[config.mk]
export PLATFORM = sky130hd
export DESIGN_NAME = spi_target_regs
export DESIGN_NICKNAME = d
export VERILOG_FILES = /design/src/rtl/spi_target_pkg.sv /design/src/rtl/spi_pin_sync.sv /design/src/rtl/spi_target_regs.sv
export SDC_FILE = /design/constraint.sdc
export NUM_CORES = 1
export LEC_CHECK = 0
export BUFFER_PORTS_ARGS = -buffer_cell sky130_fd_sc_hd__buf_2
export CAP_MARGIN = 40
export CORE_AREA = 2 2 283 229
export CTS_BUF_LIST = sky130_fd_sc_hd__clkbuf_8
export DETAILED_ROUTE_END_ITERATION = 6
export DIE_AREA = 0 0 285 231
export HOLD_SLACK_MARGIN = 0.02
export PLACE_DENSITY = 0.59
export SLEW_MARGIN = 30
export SYNTH_ARGS = -nofsm -noshare
export SYNTH_HDL_FRONTEND = slang
export SYNTH_SLANG_ARGS = --single-unit
[constraint.sdc]
create_clock -name clk -period 24 [get_ports clk]
set_input_delay 4.8 -clock clk [delete_from_list [all_inputs] [get_ports clk]]
set_output_delay 4.8 -clock clk [all_outputs]
set_load 0.005 [all_outputs]
[src/rtl/spi_target_pkg.sv]
// Shared command-byte layout and FSM state encoding for the SPI register target.
package spi_target_pkg;
  localparam int unsigned CMD_DIR_BIT  = 1;
  localparam int unsigned CMD_ADDR_MSB = 7;
  localparam int unsigned CMD_ADDR_LSB = 3;

  typedef enum logic [1:0] {ST_IDLE, ST_CMD, ST_DATA} spi_state_t;
endpackage

[src/rtl/spi_pin_sync.sv]
// Multi-flop synchronizer for one asynchronous SPI pin, with rise/fall detect
// on the synchronized value.
module spi_pin_sync
  import spi_target_pkg::*;
#(
  parameter int unsigned SYNC_STAGES = 2,
  parameter logic        RESET_VAL   = 1'b0
) (
  input  logic clk,
  input  logic reset,
  input  logic pin,
  output logic sync,
  output logic rise,
  output logic fall
);

  logic [SYNC_STAGES-1:0] chain;
  logic                   prev;

  always_ff @(posedge clk or posedge reset) begin
    if (reset) begin
      chain <= {SYNC_STAGES{RESET_VAL}};
      prev  <= RESET_VAL;
    end else begin
      chain <= {chain[SYNC_STAGES-2:0], pin};
      prev  <= chain[SYNC_STAGES-1];
    end
  end

  assign sync = chain[SYNC_STAGES-1];
  assign rise = sync & ~prev;
  assign fall = ~sync & prev;

endmodule

[src/rtl/spi_target_regs.sv]
// SPI mode-0 target exposing a register file, plus a parallel local port.
// Define SPI_TARGET_STATUS_EN to add status_in, echoed on MISO during the command byte.
module spi_target_regs
  import spi_target_pkg::*;
#(
  parameter int unsigned ADDR_W      = 5,
  parameter int unsigned SYNC_STAGES = 2
) (
  input  logic              clk,
  input  logic              reset,
  input  logic              spi_sclk,
  input  logic              spi_mosi,
  input  logic              spi_ss_n,
  output logic              spi_miso,
  output logic              spi_miso_oe,
  input  logic [ADDR_W-1:0] loc_addr,
  input  logic [7:0]        loc_wdata,
  input  logic              loc_we,
  output logic [7:0]        loc_rdata,
  output logic              spi_wr_pulse,
  output logic [ADDR_W-1:0] spi_wr_addr,
  output logic [7:0]        spi_wr_data,
  output logic              busy
`ifdef SPI_TARGET_STATUS_EN
  ,
  input  logic [7:0]        status_in
`endif
);

  localparam int unsigned DEPTH = 2**ADDR_W;

  logic sclk_sync, sclk_rise, sclk_fall;
  logic mosi_sync, mosi_rise, mosi_fall;
  logic ss_sync, ss_rise, ss_fall;
  logic unused_edges;

  spi_pin_sync #(.SYNC_STAGES(SYNC_STAGES), .RESET_VAL(1'b0)) u_sclk_sync (
    .clk(clk), .reset(reset), .pin(spi_sclk),
    .sync(sclk_sync), .rise(sclk_rise), .fall(sclk_fall)
  );
  spi_pin_sync #(.SYNC_STAGES(SYNC_STAGES), .RESET_VAL(1'b0)) u_mosi_sync (
    .clk(clk), .reset(reset), .pin(spi_mosi),
    .sync(mosi_sync), .rise(mosi_rise), .fall(mosi_fall)
  );
  spi_pin_sync #(.SYNC_STAGES(SYNC_STAGES), .RESET_VAL(1'b1)) u_ss_sync (
    .clk(clk), .reset(reset), .pin(spi_ss_n),
    .sync(ss_sync), .rise(ss_rise), .fall(ss_fall)
  );

  assign unused_edges = ^{sclk_sync, mosi_rise, mosi_fall, ss_rise};

  logic [7:0]  regs [0:DEPTH-1];
  spi_state_t  state, state_next;
  logic [2:0]  bitcnt, bitcnt_next;
  logic [7:0]  shift_in, shift_in_next;
  logic [7:0]  shift_out, shift_out_next;
  logic [ADDR_W-1:0] addr, addr_next, addr_inc, cmd_addr;
  logic        dir, dir_next;
  logic        miso_next, oe_next;
  logic        commit;
  logic [7:0]  byte_in;
  logic [7:0]  status_init;

`ifdef SPI_TARGET_STATUS_EN
  assign status_init = status_in;
`else
  assign status_init = '0;
`endif

  assign byte_in  = {shift_in[6:0], mosi_sync};
  assign cmd_addr = ADDR_W'(byte_in[CMD_ADDR_MSB:CMD_ADDR_LSB]);
  assign addr_inc = addr + ADDR_W'(1);
  assign busy     = ~ss_sync;

  always_comb begin
    state_next     = state;
    bitcnt_next    = bitcnt;
    shift_in_next  = shift_in;
    shift_out_next = shift_out;
    addr_next      = addr;
    dir_next       = dir;
    miso_next      = spi_miso;
    oe_next        = spi_miso_oe;
    commit         = 1'b0;
    if (ss_sync) begin
      state_next = ST_IDLE;
      oe_next    = 1'b0;
      miso_next  = 1'b0;
    end else begin
      case (state)
        ST_IDLE: begin
          // First command bit goes out with the select edge, ahead of any SCLK rise.
          if (ss_fall) begin
            state_next     = ST_CMD;
            bitcnt_next    = '0;
            oe_next        = 1'b1;
            miso_next      = status_init[7];
            shift_out_next = {status_init[6:0], 1'b0};
          end
        end
        ST_CMD, ST_DATA: begin
          if (sclk_rise) begin
            shift_in_next = byte_in;
            bitcnt_next   = bitcnt + 3'd1;
            if (bitcnt == 3'd7) begin
              if (state == ST_CMD) begin
                state_next     = ST_DATA;
                addr_next      = cmd_addr;
                dir_next       = byte_in[CMD_DIR_BIT];
                shift_out_next = byte_in[CMD_DIR_BIT] ? '0 : regs[cmd_addr];
              end else begin
                addr_next = addr_inc;
                if (dir) commit = 1'b1;
                else     shift_out_next = regs[addr_inc];
              end
            end
          end else if (sclk_fall) begin
            miso_next      = shift_out[7];
            shift_out_next = {shift_out[6:0], 1'b0};
          end
        end
        default: state_next = ST_IDLE;
      endcase
    end
  end

  always_ff @(posedge clk or posedge reset) begin
    if (reset) begin
      state        <= ST_IDLE;
      bitcnt       <= '0;
      shift_in     <= '0;
      shift_out    <= '0;
      addr         <= '0;
      dir          <= 1'b0;
      spi_miso     <= 1'b0;
      spi_miso_oe  <= 1'b0;
      spi_wr_pulse <= 1'b0;
      spi_wr_addr  <= '0;
      spi_wr_data  <= '0;
    end else begin
      state        <= state_next;
      bitcnt       <= bitcnt_next;
      shift_in     <= shift_in_next;
      shift_out    <= shift_out_next;
      addr         <= addr_next;
      dir          <= dir_next;
      spi_miso     <= miso_next;
      spi_miso_oe  <= oe_next;
      spi_wr_pulse <= commit;
      if (commit) begin
        spi_wr_addr <= addr;
        spi_wr_data <= byte_in;
      end
    end
  end

  // SPI commit has priority over a local write to the same address.
  always_ff @(posedge clk or posedge reset) begin
    if (reset) begin
      for (int unsigned i = 0; i < DEPTH; i++) regs[i] <= '0;
      loc_rdata <= '0;
    end else begin
      if (loc_we && !(commit && (loc_addr == addr))) regs[loc_addr] <= loc_wdata;
      if (commit) regs[addr] <= byte_in;
      loc_rdata <= regs[loc_addr];
    end
  end

endmodule

Yosys cells after proc, flatten, opt, wreduce, memory -nomap -nowiden --
Index checks and enable logic that the tools add are counted.
Cells by class: $add $sub $neg 2, $lt $le $gt $ge 6, equality and inequality tests 15, multiplexer cells 49, bitwise gates (word level) 10, reduce and logical (&&, ||, !) cells 19
Operators by type and width (count):
- bitwise mux 256 bit | 2
- two-way mux 256 bit | 2
- binary-select mux 8 bit (select 5 bit) | 3
- two-way mux 8 bit | 15
- demux 8 bit (select 5 bit) | 2
- greater-or-equal comparator 6 bit (second input constant) | 4
- inverter 5 -> 6 bit | 4
- inequality test 3 x 2 -> 1 bit (second input constant) | 6
- case mux 8 bit (2 select lines) | 1
- AND reduction 4 bit | 4
- two-way mux 1 bit | 13
- less-than comparator 6 x 1 -> 1 bit (second input constant) | 2
- two-way mux 2 bit | 5
- two-way mux 3 bit | 2
- inequality test 3 bit (second input constant) | 2
- case mux 3 bit (2 select lines) | 1
- AND reduction 6 bit | 1
- nonzero test 2 bit | 3
- adder 5 x 1 -> 5 bit (second input constant) | 1
- equality test 5 bit | 1
- two-way mux 5 bit | 1
- AND reduction 5 bit | 1
- logical AND 1 bit | 4
- inequality test 2 bit (second input constant) | 2
- 15 further kinds | 19
Storage, ports and cells: register bits 314, input port bits 19, output and inout port bits 25, word-level logic and storage cells 150

Depth between registers and ports, before layout --
word-level depth 12, depth in mapped cells 13, gate-level depth less buffers 8

Modules after synthesis --
From an unflattened synthesis, not the netlist that was laid out.
Second synthesis, totals: cell total of the unflattened synthesis 2140, area, all modules 20527.2 um^2
By module, submodules not included:
- spi_target_regs | times used 1, cells each 2122, area each 20241.9 um^2, seq. area each 7657.3 um^2
- spi_pin_sync (u_mosi_sync ...) | times used 2, cells each 6, area each 93.8 um^2, seq. area each 75.1 um^2
- spi_pin_sync (u_ss_sync) | times used 1, cells each 6, area each 97.6 um^2, seq. area each 78.8 um^2

Least setup slack after synthesis --
OpenSTA, ideal clock, no wires.
kind input -> register, start point input loc_addr[1], end point register loc_rdata[0], setup time 135 ps, data arrival time 6306 ps, data required time 23865 ps, path slack 17559 ps, stages on the path 6, cell sequence clkbuf_1 -> clkbuf_1 -> buf_1 -> mux4_2 -> a22oi_1 -> nand4_1
On the way: cells in the longest elaborated chain, start to end 4
Ends and longest elaborated chain:
- start: declaration | RTL line spi_target_regs.sv:16 | input logic [ADDR_W-1:0] loc_addr,
- inverter 5 -> 6 bit (not written as such) | RTL line spi_target_regs.sv:165 | loc_rdata <= regs[loc_addr];
- binary-select mux 8 bit (select 5 bit) | RTL line spi_target_regs.sv:165
- two-way mux 8 bit (not written as such) (2 in series) | RTL line spi_target_regs.sv:165
- end signal: assignment | RTL line spi_target_regs.sv:165
- end: declaration | RTL line spi_target_regs.sv:19 | output logic [7:0] loc_rdata,
Every way passes these cells. The select of a mux whose other input is x is not followed. A chain may end at the register's enable or synchronous reset.

Worst setup path in the final report --
start point input loc_addr[1], end point register regs[61] in the netlist's numbering
On the way: cells in the longest elaborated chain, start to end 9, elaborated cells on any way between the ends 14
Ends and longest elaborated chain:
- inverter 5 -> 6 bit (not written as such) | RTL line spi_target_regs.sv:163 | if (loc_we && !(commit && (loc_addr == addr))) regs[loc_addr] <= loc_wdata;
- greater-or-equal comparator 6 bit (not written as such) / less-than comparator 6 x 1 -> 1 bit (equally long branches) | RTL line spi_target_regs.sv:163
- logical AND 1 bit (not written as such) | RTL line spi_target_regs.sv:163
- two-way mux 8 bit (not written as such) | RTL line spi_target_regs.sv:163
- demux 8 bit (select 5 bit) | RTL line spi_target_regs.sv:163
- bitwise mux 256 bit | RTL line spi_target_regs.sv:163
- two-way mux 256 bit (*) | RTL line spi_target_regs.sv:163
- bitwise mux 256 bit | RTL line spi_target_regs.sv:164 | if (commit) regs[addr] <= byte_in;
- two-way mux 256 bit (*) | RTL line spi_target_regs.sv:164
- end signal: indexed assignment | RTL line spi_target_regs.sv:163
- end signal: indexed assignment | RTL line spi_target_regs.sv:164
- end: declaration | RTL line spi_target_regs.sv:52 | logic [7:0] regs [0:DEPTH-1];
Mark *: on every way between the ends. The rest lies on a longest branch, timed or not.

==> summary.txt <==
Status
  – Status: finished, final reports clean

Global route
  – First-pass GRT wire length: 118000 µm
  – Initial antenna violation count: 5
  – Remaining Overflow, GRT: 0
  – Largest net degree at the start of global routing: 67
  – Vias in the first global route: 16.5k
  – GRT Total Usage: 0.241

Timing
  – Final setup vio count: 0
  – Setup TNS: 0 ns
  – Max frequency: 126 MHz
  – Crit path time final: 7.95 ns
  – Max-slew headroom at the worst pin: 0.417
  – Least-Margin Pin Slew: 0.875 ns
  – Slew Limit Fails: 0
  – RSZ-0062 raised after global routing: false
  – Fin. Hold Viols: 0
  – Final worst-path cycle share: 0.331
  – Setup Skew: 0.0602 ns

Die
  – Die width: 285 µm
  – I/O pins: 44
  – Core area: 0.0633 mm²
  – Initial core utilization: 0.334
  – FP Rows: 83
  – Die Height: 231 µm
  – Die Area: 0.0658 mm²

Synthesis
  – Post-synthesis net count: 2044
  – Synthesized instance count: 2012
  – Async set or reset register ratio after synthesis: 1.00
  – Synth Warn #: 0
  – Yosys reg bits: 314
  – Synthesized cell area: 0.0212 mm²
  – Average size of a mapped cell: 10.5 µm²
  – Yosys cell types: 52
  – Sequential cell area fraction in the yosys report: 0.371
  – Top FF cell, synth: dfrtp_1
  – Post-synth EDFFs: 0

Worst setup path
  – WP depth: 8
  – Worst EP required: 24.50 ns
  – Critical path class: in2reg
  – Buf/Inv on CP: 3
  – R2r worst-path depth: 9
  – Delay-heaviest family, CP: buffers and inverters
  – R2R Path Start: addr[0]$_DFFE_PP0P_
  – R2R Setup Slk: 19.82 ns
  – Crit path cell chain: buf_2 -> buf_4 -> xnor2_1 -> and4_2 -> buf_4 -> nand3b_1 -> mux2i_1 -> a21oi_1
  – Crit path capture type: flip-flop
  – Crit-path max cell delay: 0.74 ns
  – Reg2reg end: shift_out[2]$_DFFE_PP0P_
  – Setup crit start kind: input port
  – CP dominant cell by count: buf_4
  – Slowest cell on the critical path: buf_4
  – Critical path data arrival time: 8.45 ns
  – CP Max Fanout: 47

Min path
  – Hold path startpoint: u_ss_sync.chain[0]$_DFF_PP1_
  – Hold worst-path end: u_ss_sync.chain[1]$_DFF_PP1_
  – HP Class: reg2reg
  – Hold Crit Depth: 0

Power and ir drop
  – Power density cells: 76.7 mW/mm²
  – Overall power: 0.00180 W
  – Worst vdd ir: 47.0 µV
  – P_leak: 8.96 nW

CTS
  – Total CTS buffers: 55
  – Hold_buf cts: 0
  – Clk sinks: 314
  – Resized cells post-CTS: 0
  – Worst-Skew Late Latency: 0.69 ns
  – Reg clk slew, reported paths: 0.06 ns
  – H-tree lvl count: 2
  – CTS tree: done
  – Post-CTS Setup Bufs: 0
  – Clock root buffer: clkbuf_8
  – CTS Buffer Depth: 3

Layout
  – Share of layout cells above drive strength 1: 0.199
  – Nets: 2002
  – Antenna diode count: 0
  – Area grow syn2layout: 10.5%
  – Post-Layout Inst Area: 0.0234 mm²
  – Fillers: 6266

Routing
  – DR vias: 17.5k
  – Vias per cell: 6.11
  – Drt pass-1 iters: 6
  – Initial DRC count: 2433
  – ANT nets after route: 0
  – Final wirelength: 80400 µm
  – Drt wl/cell: 28.1 µm
  – DRC: 0

Placed design
  – Dpl cell area: 0.0222 mm²
  – GP Congestion: 1.07
  – Number of port buffers: 43
  – Dpl hpwl: 55000 µm

Flow run
  – Max_cap viols: 0
layout make-up:
| type | count | area, µm² | area share |
|---|---|---|---|
| inverters | 15 | 63.8 | 0.00272 |
| well taps | 850 | 1060 | 0.0454 |
| flip-flops and latches | 314 | 7880 | 0.336 |
| clock buffers | 68 | 936 | 0.0400 |
| repair buffers | 93 | 866 | 0.0370 |
| multi-input cells | 1491 | 12400 | 0.531 |
| clock inverters | 31 | 188 | 0.00801 |
cell usage after synthesis (all sizes together), types with 2 or more instances:
| cell | count | area share |
|---|---|---|
| nand3 | 45 | 0.011 |
| a221oi | 5 | 0.0021 |
| nand2 | 122 | 0.022 |
| nor3b | 6 | 0.0021 |
| or2 | 3 | 0.00089 |
| ha | 13 | 0.0077 |
| nand2b | 4 | 0.0012 |
| or3b | 3 | 0.0012 |
| a21oi | 270 | 0.064 |
| mux2 | 22 | 0.012 |
| clkbuf | 118 | 0.021 |
| o31ai | 5 | 0.0018 |
| a31oi | 13 | 0.0038 |
| nor3 | 36 | 0.022 |
| xnor2 | 5 | 0.0021 |
| a22o | 2 | 0.00083 |
| and2 | 11 | 0.0032 |
| nor2 | 282 | 0.050 |
| o21ai | 12 | 0.0028 |
| xor2 | 6 | 0.0025 |
| dfrtp | 311 | 0.37 |
| nand3b | 13 | 0.0052 |
| a211oi | 4 | 0.0014 |
| a22oi | 57 | 0.020 |
| mux4 | 155 | 0.16 |
| mux2i | 349 | 0.16 |
| dfstp | 3 | 0.0037 |
| o22ai | 4 | 0.0012 |
| o2111ai | 3 | 0.0012 |
| buf | 74 | 0.021 |
| nand4 | 12 | 0.0035 |
| or3 | 2 | 0.00059 |
| nor2b | 4 | 0.0012 |
| and3b | 2 | 0.00083 |
| nor4 | 5 | 0.0015 |
| a21boi | 2 | 0.00071 |
| inv | 15 | 0.0027 |
| and3 | 8 | 0.0024 |
report_power, final:
group,internal (W),switching [W]
Combinational,0.000239,0.000291
Clock,0.000276,0.000243
Sequential,0.000622,0.000126
layer usage:
metal,track usage,part of all wire,up-vias
li1,-,-,7344
met1,0.356,0.43,8801
met2,0.330,0.41,1149
met3,0.0711,0.13,177
met4,0.0885,0.037,10
met5,0,0.00068,-
stage by stage:
stage	hold slack, ns	util	std cells	worst slack [ns]
floorplan	0.331	-	2012	10.52
global placement	0.345	0.345	2744	15.64
detailed placement	0.349	0.351	2760	15.51
CTS	0.361	0.369	2859	16.21
global route	0.368	0.370	2862	16.03
finish	0.357	0.370	2862	16.05
worst max path at each step:
stage / startpoint / end
after floorplan: reset / addr[0]$_DFFE_PP0P_
after global placement: loc_addr[1] / regs[56]$_DFF_PP0_
after detailed placement: loc_addr[1] / regs[61]$_DFF_PP0_
after CTS: loc_addr[1] / regs[61]$_DFF_PP0_
after global routing: loc_addr[1] / regs[57]$_DFF_PP0_
final: loc_addr[1] / regs[61]$_DFF_PP0_
worst register-to-register path, cell delays in order, from the launching register on:
cell and delay (ns):
dfrtp_4 0.83, inv_1 0.22, ha_4 0.67, buf_4 0.51, buf_16 0.29, mux4_2 0.58, mux2i_1 0.48, a32oi_1 0.16
nand4_1 0.20, o211ai_1 0.11
layout by cell type (no fill, tap or decap), types with 11 or more instances in the layout:
cell,count
buf_2,44
clkbuf_8,68
and2_1,11
buf_4,32
nand4_1,12
ha_1,12
nor2_1,282
a22oi_1,57
a31oi_1,13
mux2_2,22
nand2_1,122
nand3_1,44
mux2i_1,349
nor3_4,25
mux4_2,155
nand3b_1,12
inv_1,34
dfrtp_1,304
a21oi_1,270
kinds of logic after synthesis:
family,Yosys count,synth area share
simple gates,560,0.129
compound gates,381,0.102
mux,526,0.341
fa+ha+maj,13,0.00768
xor+xnor,11,0.00455
flops,314,0.371
buf+inv,207,0.0449
flip-flops by register name, indices dropped and copies added, names as in the netlist:
signal             cells
addr                   5
bitcnt                 3
dir                    1
loc_rdata              8
regs                 256
shift_in               7
shift_out              8
spi_miso               1
spi_miso_oe            1
spi_wr_addr            5
spi_wr_data            8
spi_wr_pulse           1
state                  2
u_mosi_sync.chain      2
u_sclk_sync.chain      2
u_sclk_sync.prev       1
u_ss_sync.chain        2
u_ss_sync.prev         1
No activity file was read; power rests on OpenSTA's default activity.
